$ cat src/rtl/shift_sequencer_if.sv
// shift_sequencer_if: requester, shifter and response signals of the shift
// sequencer. The master modport is the sequencer; the slave modport is the
// surrounding environment (requesters, shifter datapath and consumer).
interface shift_sequencer_if #(
   parameter int WIDTH = 4,
   parameter int SETS  = 2,
   parameter int REQS  = 2,
   parameter int AMT_W = 4
);
   // requester side
   logic [REQS-1:0]            req_valid;
   logic [REQS-1:0]            req_ready;
   logic [REQS*SETS*WIDTH-1:0] req_data;
   logic [REQS*AMT_W-1:0]      req_amt;
   logic [REQS-1:0]            req_dir;
   logic [REQS-1:0]            req_fill;
   // shared shifter datapath
   logic [SETS*WIDTH-1:0]      sh_in_packed;
   logic [SETS*WIDTH-1:0]      sh_shift_packed;
   logic [SETS*WIDTH-1:0]      sh_out_packed;
   logic [SETS*WIDTH-1:0]      sh_overflow_packed;
   // response side
   logic                       rsp_valid;
   logic                       rsp_ready;
   logic [SETS*WIDTH-1:0]      rsp_data;
   logic [2:0]                 rsp_id;
   logic [SETS-1:0]            rsp_overflow;

   modport master (
      input  req_valid, req_data, req_amt, req_dir, req_fill,
      input  sh_out_packed, sh_overflow_packed, rsp_ready,
      output req_ready, sh_in_packed, sh_shift_packed,
      output rsp_valid, rsp_data, rsp_id, rsp_overflow
   );

   modport slave (
      output req_valid, req_data, req_amt, req_dir, req_fill,
      output sh_out_packed, sh_overflow_packed, rsp_ready,
      input  req_ready, sh_in_packed, sh_shift_packed,
      input  rsp_valid, rsp_data, rsp_id, rsp_overflow
   );
endinterface

$ cat src/rtl/shift_sequencer.sv
// shift_sequencer: round-robin arbiter in front of one shared combinational
// shifter. A granted request is split into passes of at most
// MAX_STEP = 2^(WIDTH-2)-1, one pass per cycle, with per-set overflow
// accumulated across passes and the result returned on a valid/ready port.
// Optional build macro SHIFT_SEQ_CLAMP_EN: clamp accepted amounts above WIDTH
// down to WIDTH, bounding the number of passes.
module shift_sequencer #(
   parameter int WIDTH = 4,
   parameter int SETS  = 2,
   parameter int REQS  = 2,
   parameter int AMT_W = 4
) (
   input logic                clk,
   input logic                rst,
   shift_sequencer_if.master  bus
);

   localparam int MAX_STEP = (2 ** (WIDTH - 2)) - 1;
   localparam int STEP_W   = WIDTH - 2;
   localparam int PTR_W    = (REQS > 1) ? $clog2(REQS) : 1;
   localparam int DW       = SETS * WIDTH;

   typedef enum logic [1:0] {
      IDLE  = 2'd0,
      SHIFT = 2'd1,
      DONE  = 2'd2
   } state_t;

   state_t             state_r;
   state_t             state_nx;
   logic [PTR_W-1:0]   rr_r;
   logic [PTR_W-1:0]   rr_nx_s;
   logic [PTR_W-1:0]   cand_s;
   logic [PTR_W-1:0]   grant_s;
   logic               grant_vld_s;
   logic               accept_s;
   logic [DW-1:0]      data_r;
   logic [AMT_W-1:0]   remaining_r;
   logic               dir_r;
   logic               fill_r;
   logic [PTR_W-1:0]   id_r;
   logic [SETS-1:0]    ovf_r;
   logic [SETS-1:0]    ovf_pass_s;
   logic [DW-1:0]      sel_data_s;
   logic [AMT_W-1:0]   sel_amt_s;
   logic               sel_dir_s;
   logic               sel_fill_s;
   logic [AMT_W-1:0]   amt_acc_s;
   logic [STEP_W-1:0]  step_s;
   logic [WIDTH-1:0]   ctrl_s;

   // Round-robin search: first valid requester at or above the pointer, with wrap.
   always_comb begin
      grant_vld_s = 1'b0;
      grant_s     = '0;
      cand_s      = '0;
      for (int i = 0; i < REQS; i++) begin
         cand_s = PTR_W'((int'(rr_r) + i) % REQS);
         if (!grant_vld_s && bus.req_valid[cand_s]) begin
            grant_vld_s = 1'b1;
            grant_s     = cand_s;
         end else begin
            grant_vld_s = grant_vld_s;
         end
      end
   end

   // Select the granted requester's payload and apply the optional clamp.
   always_comb begin
      sel_data_s = '0;
      sel_amt_s  = '0;
      sel_dir_s  = 1'b0;
      sel_fill_s = 1'b0;
      for (int r = 0; r < REQS; r++) begin
         if (grant_s == PTR_W'(r)) begin
            sel_data_s = bus.req_data[r*DW +: DW];
            sel_amt_s  = bus.req_amt[r*AMT_W +: AMT_W];
            sel_dir_s  = bus.req_dir[r];
            sel_fill_s = bus.req_fill[r];
         end else begin
            sel_data_s = sel_data_s;
         end
      end
`ifdef SHIFT_SEQ_CLAMP_EN
      if (int'(sel_amt_s) > WIDTH) begin
         amt_acc_s = AMT_W'(WIDTH);
      end else begin
         amt_acc_s = sel_amt_s;
      end
`else
      amt_acc_s = sel_amt_s;
`endif
   end

   // Pass size, shifter control word and per-set overflow reduction.
   always_comb begin
      if (int'(remaining_r) > MAX_STEP) begin
         step_s = STEP_W'(MAX_STEP);
      end else begin
         step_s = STEP_W'(remaining_r);
      end
      ctrl_s = {fill_r, step_s, dir_r};
      ovf_pass_s = '0;
      for (int s = 0; s < SETS; s++) begin
         ovf_pass_s[s] = |bus.sh_overflow_packed[s*WIDTH +: WIDTH];
      end
      if (grant_s == PTR_W'(REQS - 1)) begin
         rr_nx_s = '0;
      end else begin
         rr_nx_s = grant_s + PTR_W'(1);
      end
   end

   // Next-state logic of the IDLE/SHIFT/DONE sequencer.
   always_comb begin
      state_nx = state_r;
      accept_s = 1'b0;
      case (state_r)
         IDLE: begin
            if (grant_vld_s) begin
               accept_s = 1'b1;
               if (amt_acc_s != '0) begin
                  state_nx = SHIFT;
               end else begin
                  state_nx = DONE;
               end
            end else begin
               state_nx = IDLE;
            end
         end
         SHIFT: begin
            if (remaining_r == AMT_W'(step_s)) begin
               state_nx = DONE;
            end else begin
               state_nx = SHIFT;
            end
         end
         DONE: begin
            if (bus.rsp_ready) begin
               state_nx = IDLE;
            end else begin
               state_nx = DONE;
            end
         end
         default: begin
            state_nx = IDLE;
         end
      endcase
   end

   // Drive requester accept, shifter and response outputs from the current state.
   always_comb begin
      bus.req_ready       = '0;
      bus.sh_in_packed    = '0;
      bus.sh_shift_packed = '0;
      bus.rsp_valid       = 1'b0;
      bus.rsp_data        = '0;
      bus.rsp_id          = 3'd0;
      bus.rsp_overflow    = '0;
      case (state_r)
         IDLE: begin
            // Gated by rst so no accept is ever signalled while reset is held.
            for (int r = 0; r < REQS; r++) begin
               bus.req_ready[r] = grant_vld_s && !rst && (grant_s == PTR_W'(r));
            end
         end
         SHIFT: begin
            bus.sh_in_packed    = data_r;
            bus.sh_shift_packed = {SETS{ctrl_s}};
         end
         DONE: begin
            bus.rsp_valid    = 1'b1;
            bus.rsp_data     = data_r;
            bus.rsp_id       = 3'(id_r);
            bus.rsp_overflow = ovf_r;
         end
         default: begin
            bus.rsp_valid = 1'b0;
         end
      endcase
   end

   // State register.
   always_ff @(posedge clk or posedge rst) begin
      if (rst) begin
         state_r <= IDLE;
      end else begin
         state_r <= state_nx;
      end
   end

   // Request latch, per-pass datapath update, overflow accumulation and rr pointer.
   always_ff @(posedge clk or posedge rst) begin
      if (rst) begin
         rr_r        <= '0;
         data_r      <= '0;
         remaining_r <= '0;
         dir_r       <= 1'b0;
         fill_r      <= 1'b0;
         id_r        <= '0;
         ovf_r       <= '0;
      end else begin
         case (state_r)
            IDLE: begin
               if (accept_s) begin
                  data_r      <= sel_data_s;
                  remaining_r <= amt_acc_s;
                  dir_r       <= sel_dir_s;
                  fill_r      <= sel_fill_s;
                  id_r        <= grant_s;
                  rr_r        <= rr_nx_s;
               end
            end
            SHIFT: begin
               data_r      <= bus.sh_out_packed;
               ovf_r       <= ovf_r | ovf_pass_s;
               remaining_r <= remaining_r - AMT_W'(step_s);
            end
            DONE: begin
               if (bus.rsp_ready) begin
                  ovf_r <= '0;
               end
            end
            default: begin
               ovf_r <= '0;
            end
         endcase
      end
   end

endmodule

$ cat src/flat_wrapper.sv
// flat-port wrapper written by rule: the top's interface ports become plain ports
module shift_sequencer_flat 
#(
   parameter int WIDTH = 4,
   parameter int SETS  = 2,
   parameter int REQS  = 2,
   parameter int AMT_W = 4
)
  (clk, rst, bus_req_valid, bus_req_data, bus_req_amt, bus_req_dir, bus_req_fill, bus_sh_out_packed, bus_sh_overflow_packed, bus_rsp_ready, bus_req_ready, bus_sh_in_packed, bus_sh_shift_packed, bus_rsp_valid, bus_rsp_data, bus_rsp_id, bus_rsp_overflow);
  shift_sequencer_if #(.WIDTH(WIDTH), .SETS(SETS), .REQS(REQS), .AMT_W(AMT_W)) bus_i ();
  input logic clk;
  input logic rst;
  input wire logic [$bits(bus_i.req_valid)-1:0] bus_req_valid;
  input wire logic [$bits(bus_i.req_data)-1:0] bus_req_data;
  input wire logic [$bits(bus_i.req_amt)-1:0] bus_req_amt;
  input wire logic [$bits(bus_i.req_dir)-1:0] bus_req_dir;
  input wire logic [$bits(bus_i.req_fill)-1:0] bus_req_fill;
  input wire logic [$bits(bus_i.sh_out_packed)-1:0] bus_sh_out_packed;
  input wire logic [$bits(bus_i.sh_overflow_packed)-1:0] bus_sh_overflow_packed;
  input wire logic [$bits(bus_i.rsp_ready)-1:0] bus_rsp_ready;
  output wire logic [$bits(bus_i.req_ready)-1:0] bus_req_ready;
  output wire logic [$bits(bus_i.sh_in_packed)-1:0] bus_sh_in_packed;
  output wire logic [$bits(bus_i.sh_shift_packed)-1:0] bus_sh_shift_packed;
  output wire logic [$bits(bus_i.rsp_valid)-1:0] bus_rsp_valid;
  output wire logic [$bits(bus_i.rsp_data)-1:0] bus_rsp_data;
  output wire logic [$bits(bus_i.rsp_id)-1:0] bus_rsp_id;
  output wire logic [$bits(bus_i.rsp_overflow)-1:0] bus_rsp_overflow;
  assign bus_i.req_valid = bus_req_valid;
  assign bus_i.req_data = bus_req_data;
  assign bus_i.req_amt = bus_req_amt;
  assign bus_i.req_dir = bus_req_dir;
  assign bus_i.req_fill = bus_req_fill;
  assign bus_i.sh_out_packed = bus_sh_out_packed;
  assign bus_i.sh_overflow_packed = bus_sh_overflow_packed;
  assign bus_i.rsp_ready = bus_rsp_ready;
  assign bus_req_ready = bus_i.req_ready;
  assign bus_sh_in_packed = bus_i.sh_in_packed;
  assign bus_sh_shift_packed = bus_i.sh_shift_packed;
  assign bus_rsp_valid = bus_i.rsp_valid;
  assign bus_rsp_data = bus_i.rsp_data;
  assign bus_rsp_id = bus_i.rsp_id;
  assign bus_rsp_overflow = bus_i.rsp_overflow;
  shift_sequencer #(.WIDTH(WIDTH), .SETS(SETS), .REQS(REQS), .AMT_W(AMT_W)) u_core (.clk(clk), .rst(rst), .bus(bus_i));
endmodule
$ cat config.mk
export PLATFORM = sky130hd
export DESIGN_NAME = shift_sequencer_flat
export DESIGN_NICKNAME = d
export VERILOG_FILES = /design/src/rtl/shift_sequencer_if.sv /design/src/rtl/shift_sequencer.sv /design/src/flat_wrapper.sv
export SDC_FILE = /design/constraint.sdc
export NUM_CORES = 1
export LEC_CHECK = 0
export BUFFER_PORTS_ARGS = -buffer_cell sky130_fd_sc_hd__buf_2
export CORE_UTILIZATION = 30
export DETAILED_ROUTE_END_ITERATION = 12
export PLACE_DENSITY = 0.64
export SYNTH_ARGS = -nofsm -noshare
export SYNTH_HDL_FRONTEND = slang
export SYNTH_SLANG_ARGS = --single-unit
$ cat constraint.sdc
create_clock -name clk -period 2.1 [get_ports clk]
set_input_delay 0.42 -clock clk [delete_from_list [all_inputs] [get_ports clk]]
set_output_delay 0.42 -clock clk [all_outputs]
set_load 0.01 [all_outputs]
Word level (Yosys, flattened, before mapping)
Index checks and enable logic that the tools add are counted.
- bits in registers: 20
- input port bits: 49
- output and inout bits: 32
- word-level logic and storage cells: 70
- $add $sub $neg: 3
- $lt $le $gt $ge: 3
- equal/unequal tests: 5
- multiplexer cells: 34
- bitwise logic cells: 3
- reductions and logical operators: 14
- operators with widths (operator ; number):
    two-way mux 8 bit ; 5
    two-way mux 2 bit ; 8
    one-hot mux 8 bit (2 select lines) ; 1
    two-way mux 1 bit ; 15
    one-hot mux 2 bit (3 select lines) ; 2
    two-way mux 4 bit ; 2
    one-hot mux 4 bit (2 select lines) ; 1
    OR reduction 4 bit ; 2
    AND reduction 2 bit ; 3
    == test 4 x 2 -> 1 bit ; 1
    greater-than comparator 4 x 2 -> 1 bit (second input constant) ; 1
    logical AND 1 bit ; 4
    < comparator 1 x 2 -> 1 bit (second input constant) ; 2
    nonzero test 4 bit ; 1
    subtractor 4 x 2 -> 4 bit ; 1
    adder 1 bit (second input constant) ; 2
    == test 2 x 1 -> 1 bit (second input constant) ; 1
    == test 2 bit (second input constant) ; 1
    logical NOT 1 bit ; 2
    logical NOT 2 bit ; 1
    != test 2 x 1 -> 1 bit (second input constant) ; 1
    != test 2 bit (second input constant) ; 1
    inverter 1 bit ; 2
    OR 2 bit ; 1
    nonzero test 2 bit ; 1

Logic depth before layout (Yosys ltp)
- depth after elaboration: 11
- gate-level depth with buffers: 6
- gate-level depth less buffers: 6

Least setup slack after synthesis
Ideal clock, no wire load.
- kind: register to output
- start: reg u_core.state_r[1]
- end: out bus_sh_shift_packed[5]
- data arrival time: 1.216 ns
- data required time: 1.680 ns
- slack: 0.464 ns
- stages on the path, launching flop included: 5
- path through: dfrtp_1 -> nand2b_1 -> clkbuf_1 -> nor2_1 -> buf_4
- cells in the longest elaborated chain, start to end: 2
- ends and longest elaborated chain (what ; line ; RTL):
    start, declared ; shift_sequencer.sv:29 ; state_t state_r;
    start signal, assigned ; shift_sequencer.sv:188 ; state_r <= state_nx;
    == test 2 x 1 -> 1 bit ; shift_sequencer.sv:160 ; case (state_r)
    two-way mux 8 bit ; shift_sequencer.sv:160 ;
    end, declared ; flat_wrapper.sv:23 ; output wire logic [$bits(bus_i.sh_shift_packed)-1:0] bus_sh_shift_packed;
No other way between the ends.

Worst setup path in the final report
- start: reg u_core.state_r[0]
- end: out bus_sh_shift_packed[1]
The elaborated chain is that of the path after synthesis.

==> results by stage <==
Outcome:
- The run finished with clean final reports.

Critical path:
- Measured in cells, the most critical reg-to-reg path has a length of 2.
- The cell depth of the worst setup path is 5.
- The count of buffer and inverter cells on the critical path is 3.
- The start-to-end type of the worst setup path is reg -> out.
- The peak per-stage delay on the critical path is 0.48 ns.
- The critical path required time is 1.68 ns.
- Among all stages on the critical path, the largest delay is contributed by dfrtp_2.
- The cell that appears most often on the critical path is buf_4.
- The worst setup path is captured at a primary output.
- The signal on the critical path passes through buf_4 > nand2b_1 > buf_4 > nor2_1 > buf_2.
- The family of cells with the greatest summed delay on the critical path is buffers and inverters.
- Data on the critical path arrives at its endpoint at around 1.5 ns.
- In this run the worst path has a maximum fanout of 12.
- The worst setup path is launched from a register.

Timing:
- The total setup violations reported at the end of the flow is 0.
- The setup TNS is 0 ns.
- The post-layout minimum cycle time is 1.91 ns.
- At the pin with the least slew margin, the transition time is 1.03 ns.
- The worst-case hold slack is between 0.2 and 0.25 ns.
- The number of hold violations in the final report was 0.
- The final clock period utilization by the worst path is between 90% and 100%.
- The relative slew slack is between 30% and 40%.
- The final max-slew violation count is 0.
- Setup repair after global routing left no endpoint under its margin.
- The worst-case clock skew is 0.00220 ns.
- The highest attainable clock frequency is 523 MHz.

Pwr:
- VDD sags by at most 634 uV.
- The static power due to leakage is 0.993 nW.
- The design draws 2.35 mW.
- For this design the ratio of total power to cell area is 1300 nW/um^2.

Floorplan:
- The floorplan step set the die height to about 68 um.
- The die footprint is 4660 um^2.
- For this configuration, the core starts out at a cell density of 32.0%.
- The core box area is 4120 um^2.
- 81 I/O pins were placed.
- The floorplan has 23 rows.
- The floorplan step set the die width to 68.3 um.

Global routing:
- The largest net degree at the start of global routing is 21.
- The number of global-route vias before repair is 1,226.
- Global routing finished with a remaining overflow of 0.
- The number of antenna violations at the first check in global routing is 0.
- Across every metal layer, demand over resource in global routing totals 16.3%.
- The wire length of the first global-routing pass is 5530 um.

CTS:
- Counting along the longest clock path gives a buffer depth of 2.
- Clock latency on the worst-skew pair, taken at its later pin, is 0.26 ns.
- The hold-fix buffer count after cts is 0.
- After clock tree synthesis, the clock-pin slew on the worst setup and hold paths is 0.07 ns.
- The clock root buffer master is clkbuf_8.
- The clock tree from TritonCTS is yes.
- TritonCTS created 3 clock buffers.
- The tree built by TritonCTS fans out to 20 sinks.
- In this run the number of H-tree levels came out at 1.

Finish:
- The area overhead of the layout relative to synthesis is 37.0%.
- The finished cells cover 1810 um^2.
- In the final layout, the share of cells above drive strength 1 is 44.7%.
- The number of antenna diodes in the final layout is 0.
- In the final design database the tool counted 277 nets.
- The library cells used most frequently in the layout, excluding fill and tap cells, are 78 x buf_2, 23 x nor2_1, 19 x dfrtp_1.
- The non-filler instance count after layout is between 200 and 300.
- Leaving out fill and tap cells, the most frequent cell in the layout is buf_2.
- The layout has ~430 filler cells.

Detailed routing:
- Detailed routing inserted a total of 1,357 vias.
- Summed over all layers, the routed wires come to 3550 um.
- The residual DRC count is 0.
- In this run the remaining antenna-violating nets after routing total 0.
- In the final routed layout, each cell accounts on average for 12.8 um.
- The first routing iteration left 45 violations.
- The length of the first detailed-routing pass in iterations is 4.
- The number of vias per cell after detailed routing is ~4.9.

Synthesis:
- The per-instance average area after synthesis is around 8.9 um^2.
- Counting flops and latches in the post-synthesis netlist gives 20.
- Yosys printed 0 warnings.
- Synthesis produced a netlist whose cell count is roughly 150.
- Sequential cells were found to cover between 30% and 40% of the synthesized design area.
- The mapped netlist covers 1320 um^2.
- The number of unique standard cell types used by synthesis is 36.

Min path:
- The worst hold-check path type is in -> async.

Placed design:
- The detailed-placement wirelength estimate is between 2000 and 3000 um.
- The final RePlAce weighted congestion is 0.777.
- Including well taps, the total number of placed cells is 272.
- After detailed placement, the total cell area comes to around 1700 um^2.
- The count of input and output buffers is 78.

Flow run:
- The count of max-cap constraint violations is 0.
[state kept, by name (all words and copies together) (netlist names)]
register / flops
u_core.rr_r: 1
u_core.fill_r: 1
u_core.data_r: 8
u_core.dir_r: 1
u_core.ovf_r: 2
u_core.state_r: 2
u_core.id_r: 1
u_core.remaining_r: 4
[final cells by class]
type	count	area, um^2	share of cell area [%]
sequential	20	502	27.8
inverter	12	45.0	2.49
multi-input combinational	104	691	38.3
tap	50	62.6	3.47
clock buffer	4	55.1	3.05
timing repair buffer	86	450	24.9
[worst reg2reg max path: stages (launching register included)]
cell and delay, ns:
dfrtp_2 0.49, o31ai_2 0.91, a221oi_1 0.22
[report_power, final]
group	internal (mW)	switching [mW]	total, mW
logic	0.595	0.751	1.35
registers	0.576	0.136	0.712
clock network	0.167	0.124	0.291
[worst paths after layout]
kind | startpoint | end | slack (ns)
max | u_core.state_r[0]$_DFF_PP0_ | bus_sh_shift_packed[1] | 0.19
min | rst | u_core.data_r[0]$_DFFE_PP0P_ | 0.23
max reg2reg | u_core.state_r[0]$_DFF_PP0_ | u_core.data_r[6]$_DFFE_PP0P_ | 0.32
min reg2reg | u_core.id_r$_DFFE_PP0P_ | u_core.id_r$_DFFE_PP0P_ | 0.48
max in group asynchronous | rst | u_core.state_r[0]$_DFF_PP0_ | 1.64
min in group clk | bus_req_fill[1] | u_core.fill_r$_DFFE_PP0P_ | 0.39
[stage by stage]
stage	setup WS [ns]	util [%]
after detailed placement	0.243	42.5
after floorplan	0.464	-
after CTS	0.0633	43.8
after global routing	0.0841	43.9
after global placement	0.300	42.5
final	0.187	43.9
[synthesized netlist by cell type, drive strengths merged]
master	n	area share, %
a221o	2	1.5
o31ai	1	0.57
o221ai	1	0.66
nor2	23	6.6
nand2b	1	0.48
buf	11	6.3
o21a	1	0.57
ha	1	0.95
a21boi	1	0.57
nor2b	1	0.48
or2	2	0.95
mux2i	13	9.9
a211oi	2	1.1
dfrtp	20	38
and3	4	1.9
and2	5	2.4
inv	11	3.1
nand2	5	1.4
clkinv	1	0.28
nor4	5	2.4
nor3	12	4.6
a21o	1	0.57
o21ai	9	4.3
o21ba	1	0.76
a22oi	1	0.57
a32oi	1	0.66
clkbuf	2	0.57
o22ai	1	0.48
conb	1	0.28
a221oi	8	7.2
[metal layers]
| metal | up-vias | wire length, um | track usage, % |
|---|---|---|---|
| met1 | 615 | 1600 | 20.2 |
| met2 | 54 | 1640 | 26.3 |
| met4 | 0 | 74 | 6.77 |
| met5 | - | 0 | 0 |
| met3 | 8 | 226 | 4.33 |
| li1 | 680 | - | - |
[cell families after synthesis]
logic type                 count (synthesis)  share of synthesized area [%]
and+or+nand+nor                           58                           21.1
muxes                                     13                           9.88
buffers and inverters                     25                           10.3
other                                      1                          0.285
adders and majority gates                  1                          0.950
AOI/OAI and AO/OA                         30                           19.6
DFF                                       20                           38.0
[timing repair]
item | CTS | global route
setup endpoints to repair | 0 | 4
buffers inserted | 0 | 0
resized for setup | 0 | 1
Power figures use the tool's default switching activity.
